<file path="src/rtl/voice_mixer.sv">
// rtl/voice_mixer.sv - sequential per-frame voice sample mixer with registered output
// Optional output clamp: define VOICE_MIXER_SATURATE_EN; otherwise the sum wraps.

module cl_adder #(
   parameter int W = 8
) (
   input  logic [W-1:0] a,
   input  logic [W-1:0] b,
   input  logic         cin,
   output logic [W-1:0] sum,
   output logic         cout
);

   assign {cout, sum} = {1'b0, a} + {1'b0, b} + {{W{1'b0}}, cin};

endmodule

module voice_mixer #(
   parameter int C_WIDTH      = 16,
   parameter int C_NUM_VOICES = 8
) (
   input  logic               clk,
   input  logic               reset_n,
   input  logic               s_valid,
   output logic               s_ready,
   input  logic [C_WIDTH-1:0] s_data,
   output logic               m_valid,
   input  logic               m_ready,
   output logic [C_WIDTH-1:0] m_data,
   output logic               busy
);

   localparam int CNT_W = $clog2(C_NUM_VOICES);
   localparam int ACC_W = C_WIDTH + CNT_W;
   localparam logic [CNT_W-1:0] LAST_VOICE = CNT_W'(C_NUM_VOICES - 1);

   typedef enum logic {
      ACCUM  = 1'b0,
      OUTPUT = 1'b1
   } state_t;

   state_t             state_q, state_d;
   logic [ACC_W-1:0]   acc_q, acc_d;
   logic [CNT_W-1:0]   count_q, count_d;
   logic [C_WIDTH-1:0] m_data_q, m_data_d;

   logic [ACC_W-1:0]   s_data_ext;
   logic [ACC_W-1:0]   sum;
   logic               add_cout_unused;
   logic [C_WIDTH-1:0] mix_result;

   assign s_data_ext = {{CNT_W{s_data[C_WIDTH-1]}}, s_data};

   cl_adder #(
      .W(ACC_W)
   ) u_acc_adder (
      .a    (acc_q),
      .b    (s_data_ext),
      .cin  (1'b0),
      .sum  (sum),
      .cout (add_cout_unused)
   );

`ifdef VOICE_MIXER_SATURATE_EN
   // In range only when every bit above the output sign bit matches it.
   always_comb begin
      mix_result = sum[C_WIDTH-1:0];
      if (!((&sum[ACC_W-1:C_WIDTH-1]) || !(|sum[ACC_W-1:C_WIDTH-1]))) begin
         if (sum[ACC_W-1]) begin
            mix_result = {1'b1, {(C_WIDTH-1){1'b0}}};
         end else begin
            mix_result = {1'b0, {(C_WIDTH-1){1'b1}}};
         end
      end
   end
`else
   assign mix_result = sum[C_WIDTH-1:0];
`endif

   always_comb begin
      state_d  = state_q;
      acc_d    = acc_q;
      count_d  = count_q;
      m_data_d = m_data_q;
      s_ready  = (state_q == ACCUM);
      m_valid  = (state_q == OUTPUT);
      busy     = (count_q != '0) || (state_q == OUTPUT);
      case (state_q)
         ACCUM: begin
            if (s_valid) begin
               acc_d   = sum;
               count_d = count_q + CNT_W'(1);
               if (count_q == LAST_VOICE) begin
                  m_data_d = mix_result;
                  state_d  = OUTPUT;
               end
            end
         end
         OUTPUT: begin
            if (m_ready) begin
               acc_d   = '0;
               state_d = ACCUM;
            end
         end
         default: state_d = ACCUM;
      endcase
   end

   always_ff @(posedge clk or negedge reset_n) begin
      if (!reset_n) begin
         state_q  <= ACCUM;
         acc_q    <= '0;
         count_q  <= '0;
         m_data_q <= '0;
      end else begin
         state_q  <= state_d;
         acc_q    <= acc_d;
         count_q  <= count_d;
         m_data_q <= m_data_d;
      end
   end

   assign m_data = m_data_q;

endmodule

</file>
<file path="config.mk">
export PLATFORM = sky130hd
export DESIGN_NAME = voice_mixer
export DESIGN_NICKNAME = d
export VERILOG_FILES = /design/src/rtl/voice_mixer.sv
export SDC_FILE = /design/constraint.sdc
export NUM_CORES = 1
export LEC_CHECK = 0
export CAP_MARGIN = 20
export CORE_ASPECT_RATIO = 0.5
export CORE_MARGIN = 2
export CORE_UTILIZATION = 56
export DETAILED_ROUTE_END_ITERATION = 10
export PLACE_DENSITY = 0.83
export RECOVER_POWER = 50
export SLEW_MARGIN = 10
export SYNTH_ARGS = -nofsm -noshare
export SYNTH_HDL_FRONTEND = slang
export SYNTH_SLANG_ARGS = --single-unit
</file>
<file path="constraint.sdc">
create_clock -name clk -period 3.8 [get_ports clk]
set_input_delay 0.38 -clock clk [delete_from_list [all_inputs] [get_ports clk]]
set_output_delay 0.38 -clock clk [all_outputs]
set_load 0.02 [all_outputs]
</file>
Yosys cells after proc, flatten, opt, wreduce, memory -nomap -nowiden:

Cells that the tools add are included.

* add/sub/neg operators: 2
* multiply operators: 0
* divide/modulo/power cells: 0
* magnitude comparators: 0
* equality and inequality tests: 3
* shift-type cells: 0
* muxes and demuxes: 7
* bitwise gates (word level): 1
* reductions and logical operators: 5

Operators with widths (number)
* $mux 19: 2
* $pmux 19 s2: 1
* $add 19x19->19: 1
* $ne 2x2->1 const B: 2
* $reduce_and 2->1: 2
* $add 3x1->3 const B: 1
* $eq 3x3->1 const B: 1
* $mux 1: 3
* $reduce_and 3->1: 1
* $reduce_bool 3->1: 1
* $pmux 1 s2: 1
* $logic_or 1x1->1: 1
* $not 1->1: 1

* flip-flop bits (word level): 39
* latch bits: 0
* bits in writable memories: 0
* bits in read-only memories: 0
* bits of input ports: 20
* output and inout bits: 19
* word-level logic and storage cells: 22
* memories: 0

Logic depth before layout (Yosys ltp):

Gate-level depths: netlist of the first run.

* depth in word-level cells: 4
* gate-level depth with buffers: 8
* depth with buffers taken out: 8

Hierarchy:

A second synthesis of the first run with hierarchy kept.

* cells, all modules: 259
* area, all modules: 2824.0 µm²

Modules (own cells, without submodules)
* voice_mixer: instances 1, cells each 116, area each 1754.2 µm²
* cl_adder: instances 1, cells each 143, area each 1069.8 µm²

Least setup slack after synthesis of the first run:

Ideal clock, no wire load.

* path kind: input -> register
* from: in s_data[0]
* to: reg m_data_q[12] (netlist: m_data[12])
* data arrival time: 2.068 ns
* data required time: 3.663 ns
* slack: 1.595 ns
* stages on the path: 8
* path buffers: 0
* path through: ha_1 fa_1 a21oi_1 o211ai_1 a31o_2 a221oi_2 xor2_1 o21ai_0

* longest elaborated chain between the ends: 1

Ends and longest elaborated chain
* start: declaration: RTL line 26 `input logic [C_WIDTH-1:0] s_data,`
* $add 19x19->19: RTL line 14 `assign {cout, sum} = {1'b0, a} + {1'b0, b} + {{W{1'b0}}, cin};`
* end signal: assignment: RTL line 119 `m_data_q <= m_data_d;`
* end: declaration: RTL line 45 `logic [C_WIDTH-1:0] m_data_q, m_data_d;`

No other way between the ends.
A chain may end at the register's enable or synchronous reset.

Worst setup path in the final report of the first run:

* from: in s_valid
* to: reg m_data_q[4] (netlist: m_data[4])

* longest elaborated chain between the ends: 1

Ends and longest elaborated chain
* start: declaration: RTL line 24 `input logic s_valid,`
* $reduce_and 3->1 (no line)

No other way between the ends.

==> run_results.csv, run 1 <==
group,metric,value,unit
synth,seq_area_frac_synth,44.17,%
finish,instances_no_fill,284,
floorplan,die_x,89.35,µm
timing,setup-violations-final,0,
power_and_ir_drop,power.internal,1381,µW
critical_path,worstRegToRegCells,4,
finish,flow.area_growth_from_synthesis,26.38,%
route,detailedRoute.firstIterationViolations,51,
global_routing,wire_length_of_the_first_global_routing_pass,7024,µm
worst_hold_path,hold_path.class,"reg -> reg",
placed_design,dpl_worst_slack,928.4,ps
finish,multiInputGateArea,1080,µm²
critical_path,timing.critical_path.to_type,"flop",
synth,synth_area_leaders,"dfrtp_1, ha_1, mux2_2",
clocking,cts_hold_buffers,0,
finish,mostFrequentLayoutCell,"dfrtp_1",
timing,tightest_slew,1859,ps
finish,n_antenna_cell,0,
floorplan,placementRows,15,
clocking,cts_root_buffer,"clkbuf_8",
global_routing,grt_total_ovfl,0,
placed_design,sum_of_net_half_perimeters_after_detailed_placement,3164,µm
critical_path,worst_path_arrival_time,3030,ps
critical_path,path_delay_family,"buffers and inverters",
floorplan,core-area,3453,µm²
floorplan,io-pin-count,39,
global_routing,number_of_antenna_violations_at_the_first_check_in_global_routing,0,
clocking,cts_buffers,5,
timing,timing.final.hold_violations,0,
timing,fin_hold_ws,491.1,ps
critical_path,crit_path_cell_trace,"dlygate4sd3_1 > nor2b_1 > clkbuf_1 > nand2_1 > mux2_2",
global_routing,grt_max_degree,37,
critical_path,r2r_end,"m_data[4]",
synth,post_synth.cell_area_avg,10.73,µm²
timing,rsz0062_at_grt,"no",
critical_path,r2r_start,"m_valid",
clocking,cts.sinks,36,
clocking,ctsResizeCount,0,
synth,yosys.area.top_type_share,44.17,%
power_and_ir_drop,p_leak,0.001156,µW
route,via_per_inst,5.567,
timing,slew_violations,37,
timing,aggregate_negative_setup_slack,0,ps
synth,total_of_flip_flops_plus_latches_after_synthesis,36,
route,postRouteAntennaNets,0,
timing,clk_skew,8.200,ps
synth,synth.cell_area,2039,µm²
power_and_ir_drop,sw_share,40.53,%
power_and_ir_drop,total_switching_power,941.2,µW
route,avgRoutedWirePerCell,15.13,µm
placed_design,placed_cells_incl_taps,276,
critical_path,critical_path.startpoint_type,"primary input",
timing,period_minus_slack,2865,ps
critical_path,slowest_stage,"nand2_1",
critical_path,crit_fanout,20,
critical_path,worst-path-buf-inv,2,
finish,post_route_cells_drive_above_1_share,12.02,%
power_and_ir_drop,power_frac_clock,14.3,%
clocking,clkTransAtPathRegs,70,ps
power_and_ir_drop,worst_ir_drop_vdd,0.4726,mV
placed_design,gp_routability_congestion,0.9346,
route,finalWirelength,4296,µm
global_routing,via_count_of_the_first_global_routing_pass,1490,
critical_path,reg2reg_slack,1180,ps
floorplan,fp.dieH,46.68,µm
route,detailedRoute.firstPassIterationCount,4,
power_and_ir_drop,seq_power_share,29.0,%
critical_path,critPathRequiredTime,3970,ps
timing,achievable-frequency,349.1,MHz
power_and_ir_drop,power_density,900.8,nW/µm²
synth,yosys_warnings,0,
worst_hold_path,hp-start,"acc_q[12]",
worst_hold_path,terminating_pin_of_the_worst_hold_path,"acc_q[12]",
run_status,violations,"capacitance limit, slew limit",
critical_path,type_of_the_setup_path_with_the_least_slack,"in -> reg",
clocking,setup_fix_bufs_post_cts,0,
power_and_ir_drop,combPwrFrac,56.6,%
finish,mostFrequentLayoutCells,"dfrtp_1, clkdlybuf4s50_1, nand2_1",
synth,synthDominantAreaCellType,"dfrtp_1",
critical_path,cpPeakStageDelay,750,ps
finish,filler_cell_count,262,
floorplan,die_outline_area,4170,µm²
synth,synth_fp_nets,229,
timing,timing.max_slew.rel_slack,-23.96,%
timing,final_period_util,75.39,%
clocking,clock_tree.htree_level_count,2,
timing,final_critical_path_setup_slack,935.2,ps
global_routing,groute.usage.overall,23.27,%
finish,seqCellArea,900.9,µm²
finish,layout.nets,271,
floorplan,initial_core_util,59.06,%
run_status,run_status,"finished, violations left",
clocking,max-clock-path-buffers,2,
synth,synth.distinct_cells,33,
route,dr_total_vias,1581,
clocking,clk-insertion-delay-late,290,ps
flow_run,maxCapViolations,1,
worst_hold_path,hold_path_depth,2,
placed_design,port_buffers,38,
clocking,cts_tree,"built",
route,drc,0,
synth,synthesis.instances,190,
[state kept, by name, summed over array words and instances (netlist names)]
signal and cells:
acc_q 16, count_q 3, m_data 16, m_valid 1
[Yosys cell counts (all sizes together)]
master and count:
nor2 2, o31ai 1, o211ai 1, o41ai 2, nand4 1, mux2 13
fa 1, o31a 1, o21a 3, a21oi 16, ha 18, o21bai 2
buf 2, xnor2 9, a211oi 1, clkbuf 4, o21ai 16, nand3 3
nand2 21, inv 9, and3 2, a31oi 3, dfrtp 36, a31o 1
xor2 6, a22o 13, nor2b 2, a221oi 1
[worst max-delay path by stage]
stage	start	end	slack [ps]	depth (start not counted)
floorplan	s_data[0]	m_data[12]	1600	8
global placement	s_data[0]	m_data[12]	1000	9
detailed placement	s_data[0]	m_data[12]	930	9
CTS	s_data[0]	m_data[12]	1230	9
global route	s_valid	m_data[4]	760	5
finish	s_valid	m_data[4]	940	5
[worst register-to-register path, stage by stage (launching register included)]
cell	delay, ps
dfrtp_1	400
nor2b_1	110
clkbuf_1	730
nand2_1	750
mux2_2	510
[routing by layer]
metal  global-route usage [%]  wire length [µm]  vias up
met5                        0                 0        -
met4                    8.060                24        0
met3                    5.556               215        3
met2                    36.30              1910       38
met1                    32.12              2146      762
li1                         -                 -      778
[kinds of logic (layout without fill, tap and decap cells)]
family	Yosys count	in the layout	share of synthesized area, %
mux	13	13	7.178
compound gates	61	61	20.55
xor+xnor	15	15	6.442
buf+inv	15	58	2.883
simple gates	31	31	6.748
flops	36	36	44.17
fa+ha+maj	19	19	12.02
[per-stage QoR]
stage	power [µW]	util [%]	instance area, µm²
floorplan	1595	-	2039
global placement	1966	71.85	2481
detailed placement	1999	71.85	2481
CTS	2344	74.96	2589
global route	2504	74.64	2577
finish	2322	74.64	2577
[cell type report]
cell class | count | share of cell area, %
clock buffers | 6 | 2.816
flip-flops and latches | 36 | 34.95
well taps | 51 | 2.476
repair buffers | 41 | 15.19
inverters | 9 | 1.311
clock inverters | 2 | 1.359
multi-input cells | 139 | 41.89
[power by group through the flow]
stage | logic, µW | registers, µW | clock network [µW]
5_1_grt | 1460 | 695 | 353
3_3_place_gp | 1300 | 671 | 0
2_1_floorplan | 828 | 767 | 0
6_report | 1310 | 675 | 333
3_5_place_dp | 1320 | 682 | 0
4_1_cts | 1330 | 676 | 341
(Power assumes the default switching activity.)
==> run 2: changes to the inputs <==
--- a/config.mk
+++ b/config.mk
@@ -8,9 +8,9 @@
 export CAP_MARGIN = 20
 export CORE_ASPECT_RATIO = 0.5
 export CORE_MARGIN = 2
-export CORE_UTILIZATION = 56
+export CORE_UTILIZATION = 52
 export DETAILED_ROUTE_END_ITERATION = 10
-export PLACE_DENSITY = 0.83
+export PLACE_DENSITY = 0.78
 export RECOVER_POWER = 50
 export SLEW_MARGIN = 10
 export SYNTH_ARGS = -nofsm -noshare
==> constraint.sdc (replaced) <==
create_clock -name clk -period 2.7 [get_ports clk]
set_input_delay 0.27 -clock clk [delete_from_list [all_inputs] [get_ports clk]]
set_output_delay 0.27 -clock clk [all_outputs]
set_load 0.02 [all_outputs]
==> run 2 against run 1 <==
  * The flow still finishes with violations (capacitance limit, slew limit)
  * Sequential cell count stayed put
  * Worst setup slack worse by 710 ps
  * Clock-buffer cell count stayed put
  * Cell count is 1.4% higher
  * Global-route usage is 2.3 points lower
  * Sequential power is 41% higher
  * Core utilization is 6.8 points lower
  * Largest power group unchanged
  * Highest routed layer unchanged
==> run_results.csv, run 2 (synthesis results as in run 1) <==
group,metric,value,unit
run_status,run_status,"finished, violations left",
run_status,violations,"capacitance limit, slew limit",
floorplan,fp.dieH,48.29,µm
worst_hold_path,hp-start,"m_data[11]",
critical_path,r2r_end,"m_data[12]",
timing,period_minus_slack,2473,ps
route,finalWirelength,4498,µm
clocking,max-clock-path-buffers,2,
clocking,clk-insertion-delay-late,280,ps
critical_path,crit_fanout,3,
timing,aggregate_negative_setup_slack,0,ps
power_and_ir_drop,p_leak,0.001167,µW
finish,design_area,2592,µm²
global_routing,wire_length_of_the_first_global_routing_pass,6969,µm
flow_run,maxCapViolations,1,
clocking,setup_fix_bufs_post_cts,0,
timing,timing.final.hold_violations,0,
clocking,clock_tree.htree_level_count,2,
finish,post_route_cells_drive_above_1_share,12.82,%
route,avgRoutedWirePerCell,15.62,µm
worst_hold_path,hold_path_depth,1,
floorplan,initial_core_util,53.34,%
route,postRouteAntennaNets,0,
timing,final_period_util,91.57,%
finish,mostFrequentLayoutCell,"dfrtp_1",
finish,n_antenna_cell,0,
finish,flow.area_growth_from_synthesis,27.12,%
timing,timing.max_slew.rel_slack,-30.72,%
clocking,cts.sinks,36,
critical_path,critical_path.startpoint_type,"primary input",
clocking,clkTransAtPathRegs,70,ps
floorplan,placementRows,16,
critical_path,timing.critical_path.to_type,"flop",
critical_path,worst_path_arrival_time,2610,ps
finish,filler_cell_count,286,
timing,slew_violations,37,
route,dr_total_vias,1618,
clocking,cts_root_buffer,"clkbuf_8",
global_routing,grt_total_ovfl,0,
timing,clk_skew,2.359,ps
timing,rsz0062_at_grt,"no",
global_routing,via_count_of_the_first_global_routing_pass,1455,
critical_path,r2r_start,"acc_q[0]",
timing,tightest_slew,1961,ps
power_and_ir_drop,power_density,1271,nW/µm²
floorplan,core-area,3824,µm²
floorplan,io-pin-count,39,
clocking,cts_hold_buffers,0,
critical_path,critPathRequiredTime,2840,ps
power_and_ir_drop,post-layout-total-power,3295,µW
power_and_ir_drop,worst_ir_drop_vdd,0.5417,mV
placed_design,gp_routability_congestion,0.8770,
finish,post-route-util,67.80,%
route,via_per_inst,5.618,
worst_hold_path,hold_path.class,"reg -> reg",
route,detailedRoute.firstIterationViolations,92,
critical_path,type_of_the_setup_path_with_the_least_slack,"in -> reg",
route,detailedRoute.firstPassIterationCount,4,
global_routing,grt_max_degree,37,
floorplan,die_outline_area,4470,µm²
critical_path,reg2reg_slack,260,ps
clocking,cts_tree,"built",
timing,achievable-frequency,404.4,MHz
global_routing,groute.usage.overall,20.93,%
global_routing,number_of_antenna_violations_at_the_first_check_in_global_routing,0,
placed_design,sum_of_net_half_perimeters_after_detailed_placement,3231,µm
floorplan,die_x,92.57,µm
route,drc,0,
placed_design,place_area,2492,µm²
timing,setup-violations-final,0,
worst_hold_path,terminating_pin_of_the_worst_hold_path,"m_data[11]",
clocking,ctsResizeCount,0,
finish,mostFrequentLayoutCells,"dfrtp_1, clkdlybuf4s50_1, nand2_1",
placed_design,port_buffers,38,
critical_path,worstRegToRegCells,8,
clocking,cts_buffers,5,
finish,layout.nets,272,
## run 2: stage by stage
step | setup slack (ps) | hold WS (ps) | instances
2_1_floorplan | 522.0 | -25.59 | 190
3_3_place_gp | 36.72 | 474.8 | 280
3_5_place_dp | -52.47 | 487.9 | 280
4_1_cts | 233.3 | 423.0 | 288
5_1_grt | 95.15 | 513.9 | 288
6_report | 227.5 | 503.2 | 288
## run 2: final cells by class
cell class	count	area, µm²	share of cell area, %
inverters	9	33.78	1.303
repair buffers	42	402.9	15.54
clock inverters	2	35.03	1.351
multi-input cells	139	1080	41.65
flip-flops and latches	36	900.9	34.75
clock buffers	6	72.57	2.799
well taps	54	67.56	2.606
## run 2: worst max path at each step
stage / cells after the start / endpoint / start
floorplan: 8 / m_data[12] / acc_q[0]
global placement: 9 / m_data[12] / s_data[0]
detailed placement: 9 / m_data[12] / s_data[0]
CTS: 9 / m_data[12] / s_data[0]
global route: 2 / m_data[11] / reset_n
finish: 9 / m_data[12] / s_data[0]
## run 2: metal layers
layer | GRT usage (%) | part of all wire, % | vias to the layer above
li1 | - | - | 781
met2 | 35.18 | 46 | 46
met3 | 5.100 | 5.7 | 8
met1 | 28.49 | 47 | 783
met4 | 5.075 | 0.96 | 0
met5 | 0 | 0 | -
## run 2: worst max-delay path: stages
cell	delay [ps]
clkdlybuf4s50_1	420
ha_1	230
fa_1	420
a21oi_1	270
o211ai_1	150
a31o_2	290
a221oi_2	260
xor2_1	210
o21ai_0	90
## run 2: report_power, final
group          internal, µW  switching (µW)  leakage, µW  total (µW)
Combinational           874            1000     0.000670        1880
Sequential              804             147     0.000443         951
Clock                   274             193    0.0000552         467
Total                  1950            1340      0.00117        3290
==> run 3: changes to the inputs <==
--- a/config.mk
+++ b/config.mk
@@ -7,7 +7,7 @@
 export LEC_CHECK = 0
 export CAP_MARGIN = 20
 export CORE_ASPECT_RATIO = 0.5
-export CORE_MARGIN = 2
+export CORE_MARGIN = 4
 export CORE_UTILIZATION = 52
 export DETAILED_ROUTE_END_ITERATION = 10
 export PLACE_DENSITY = 0.78
==> run 3 against run 2 <==
  * The run still ends with capacitance limit, slew limit left
  * Worst setup slack better by 9.2 ps
  * Sequential cell count is the same
  * Worst hold slack got worse by 10 ps
  * Maximum frequency increased by 0.37%
  * Sequential share of layout area is 0.40 points lower
  * Clock skew increased by 2.5 ps
  * Sequential power is essentially flat
==> run_results.csv, run 3 (synthesis results as in run 1) <==
group,metric,value,unit
finish,n_antenna_cell,0,
timing,fin_hold_ws,492.9,ps
clocking,max-clock-path-buffers,2,
route,via_per_inst,5.610,
timing,tightest_slew,1958,ps
floorplan,core-area,3603,µm²
clocking,ctsResizeCount,0,
run_status,violations,"capacitance limit, slew limit",
critical_path,crit_fanout,3,
timing,timing.max_slew.rel_slack,-30.56,%
clocking,cts_tree,"built",
timing,clk_skew,4.836,ps
clocking,cts_root_buffer,"clkbuf_8",
global_routing,grt_max_degree,37,
global_routing,number_of_antenna_violations_at_the_first_check_in_global_routing,0,
floorplan,die_outline_area,5049,µm²
placed_design,gp_routability_congestion,0.8581,
route,finalWirelength,4710,µm
timing,timing.final.hold_violations,0,
worst_hold_path,hold_path.class,"reg -> reg",
power_and_ir_drop,power_density,1287,nW/µm²
timing,achievable-frequency,406.0,MHz
placed_design,port_buffers,38,
timing,final_period_util,91.23,%
route,postRouteAntennaNets,0,
clocking,setup_fix_bufs_post_cts,0,
finish,post-route-util,72.78,%
finish,mostFrequentLayoutCell,"dfrtp_1",
clocking,cts_hold_buffers,0,
clocking,cts.sinks,36,
finish,post_route_cells_drive_above_1_share,13.98,%
placed_design,placed_cells_incl_taps,279,
clocking,clkTransAtPathRegs,70,ps
clocking,clock_tree.htree_level_count,2,
timing,aggregate_negative_setup_slack,0,ps
global_routing,via_count_of_the_first_global_routing_pass,1680,
finish,flow.area_growth_from_synthesis,28.59,%
global_routing,wire_length_of_the_first_global_routing_pass,7962,µm
finish,instances_no_fill,287,
clocking,clk-insertion-delay-late,290,ps
route,dr_total_vias,1610,
global_routing,groute.usage.overall,21.12,%
critical_path,timing.critical_path.to_type,"flop",
timing,rsz0062_at_grt,"no",
run_status,run_status,"finished, violations left",
flow_run,maxCapViolations,1,
finish,filler_cell_count,294,
route,detailedRoute.firstPassIterationCount,4,
floorplan,die_x,96.57,µm
route,avgRoutedWirePerCell,16.41,µm
finish,mostFrequentLayoutCells,"dfrtp_1, clkdlybuf4s50_1, nand2_1",
critical_path,critical_path.startpoint_type,"primary input",
critical_path,critPathRequiredTime,2860,ps
floorplan,placementRows,15,
floorplan,io-pin-count,39,
global_routing,grt_total_ovfl,0,
timing,slew_violations,37,
route,detailedRoute.firstIterationViolations,39,
critical_path,worst_path_arrival_time,2620,ps
finish,layout.nets,274,
floorplan,initial_core_util,56.60,%
critical_path,type_of_the_setup_path_with_the_least_slack,"in -> reg",
clocking,cts_buffers,5,
route,drc,0,
floorplan,fp.dieH,52.29,µm
timing,setup-violations-final,0,
power_and_ir_drop,worst_ir_drop_vdd,0.6750,mV
power_and_ir_drop,p_leak,0.001185,µW
timing,period_minus_slack,2463,ps
power_and_ir_drop,post-layout-total-power,3375,µW
placed_design,sum_of_net_half_perimeters_after_detailed_placement,3486,µm
## run 3: cell count changes in the layout (fill, tap and decap cells not counted), sizes merged
| cell | previous run | this run |
|---|---|---|
| buf | 2 | 4 |
| clkbuf | 8 | 9 |
| clkdlybuf4s50 | 30 | 31 |
| clkinv | 1 | 0 |
| dlygate4sd3 | 8 | 7 |
## run 3: cell type report
cell class | instances | area [µm²] | area share [%]
Tap cell | 51 | 63.81 | 2.433
Inverter | 9 | 33.78 | 1.288
Clock inverter | 1 | 30.03 | 1.145
Timing Repair Buffer | 44 | 417.9 | 15.94
Sequential cell | 36 | 900.9 | 34.35
Clock buffer | 7 | 96.34 | 3.674
Multi-Input combinational cell | 139 | 1080 | 41.17
## run 3: where the power goes
group | internal, µW | switching, µW
clock | 326 | 200
combinational | 881 | 1010
sequential | 804 | 150
total | 2010 | 1360
## run 3: path summary, 6_finish.rpt
check / endpoint / from / depth (start not counted) / slack, ps
max: m_data[12] / s_data[0] / 9 / 240
min: m_data[2] / m_data[2] / 2 / 490
max reg2reg: m_data[12] / acc_q[0] / 8 / 270
min reg2reg: m_data[2] / m_data[2] / 2 / 490
max in group asynchronous: m_data[13] / reset_n / 2 / 520
min in group asynchronous: count_q[1] / reset_n / 2 / 1060
## run 3: metal layers
layer  track usage [%]  wire length [µm]  vias to the layer above
li1                  -                 -                      781
met1             27.20              2268                      780
met2             34.36              2144                       42
met3             5.882               241                        7
met4             7.209                57                        0
met5                 0                 0                        -
## run 3: worst max-delay path: stages
cell and delay (ps):
clkdlybuf4s50_1 430, ha_1 230, fa_1 410, a21oi_1 250, o211ai_1 170, a31o_2 310, a221oi_2 250, xor2_1 200
o21ai_0 90
## run 3: metrics by stage
stage               setup slack (ps)  instance area (µm²)
floorplan                      522.0                 2039
global placement               63.76                 2504
detailed placement            -38.83                 2504
CTS                            250.6                 2630
global route                   62.94                 2623
finish                         236.7                 2623
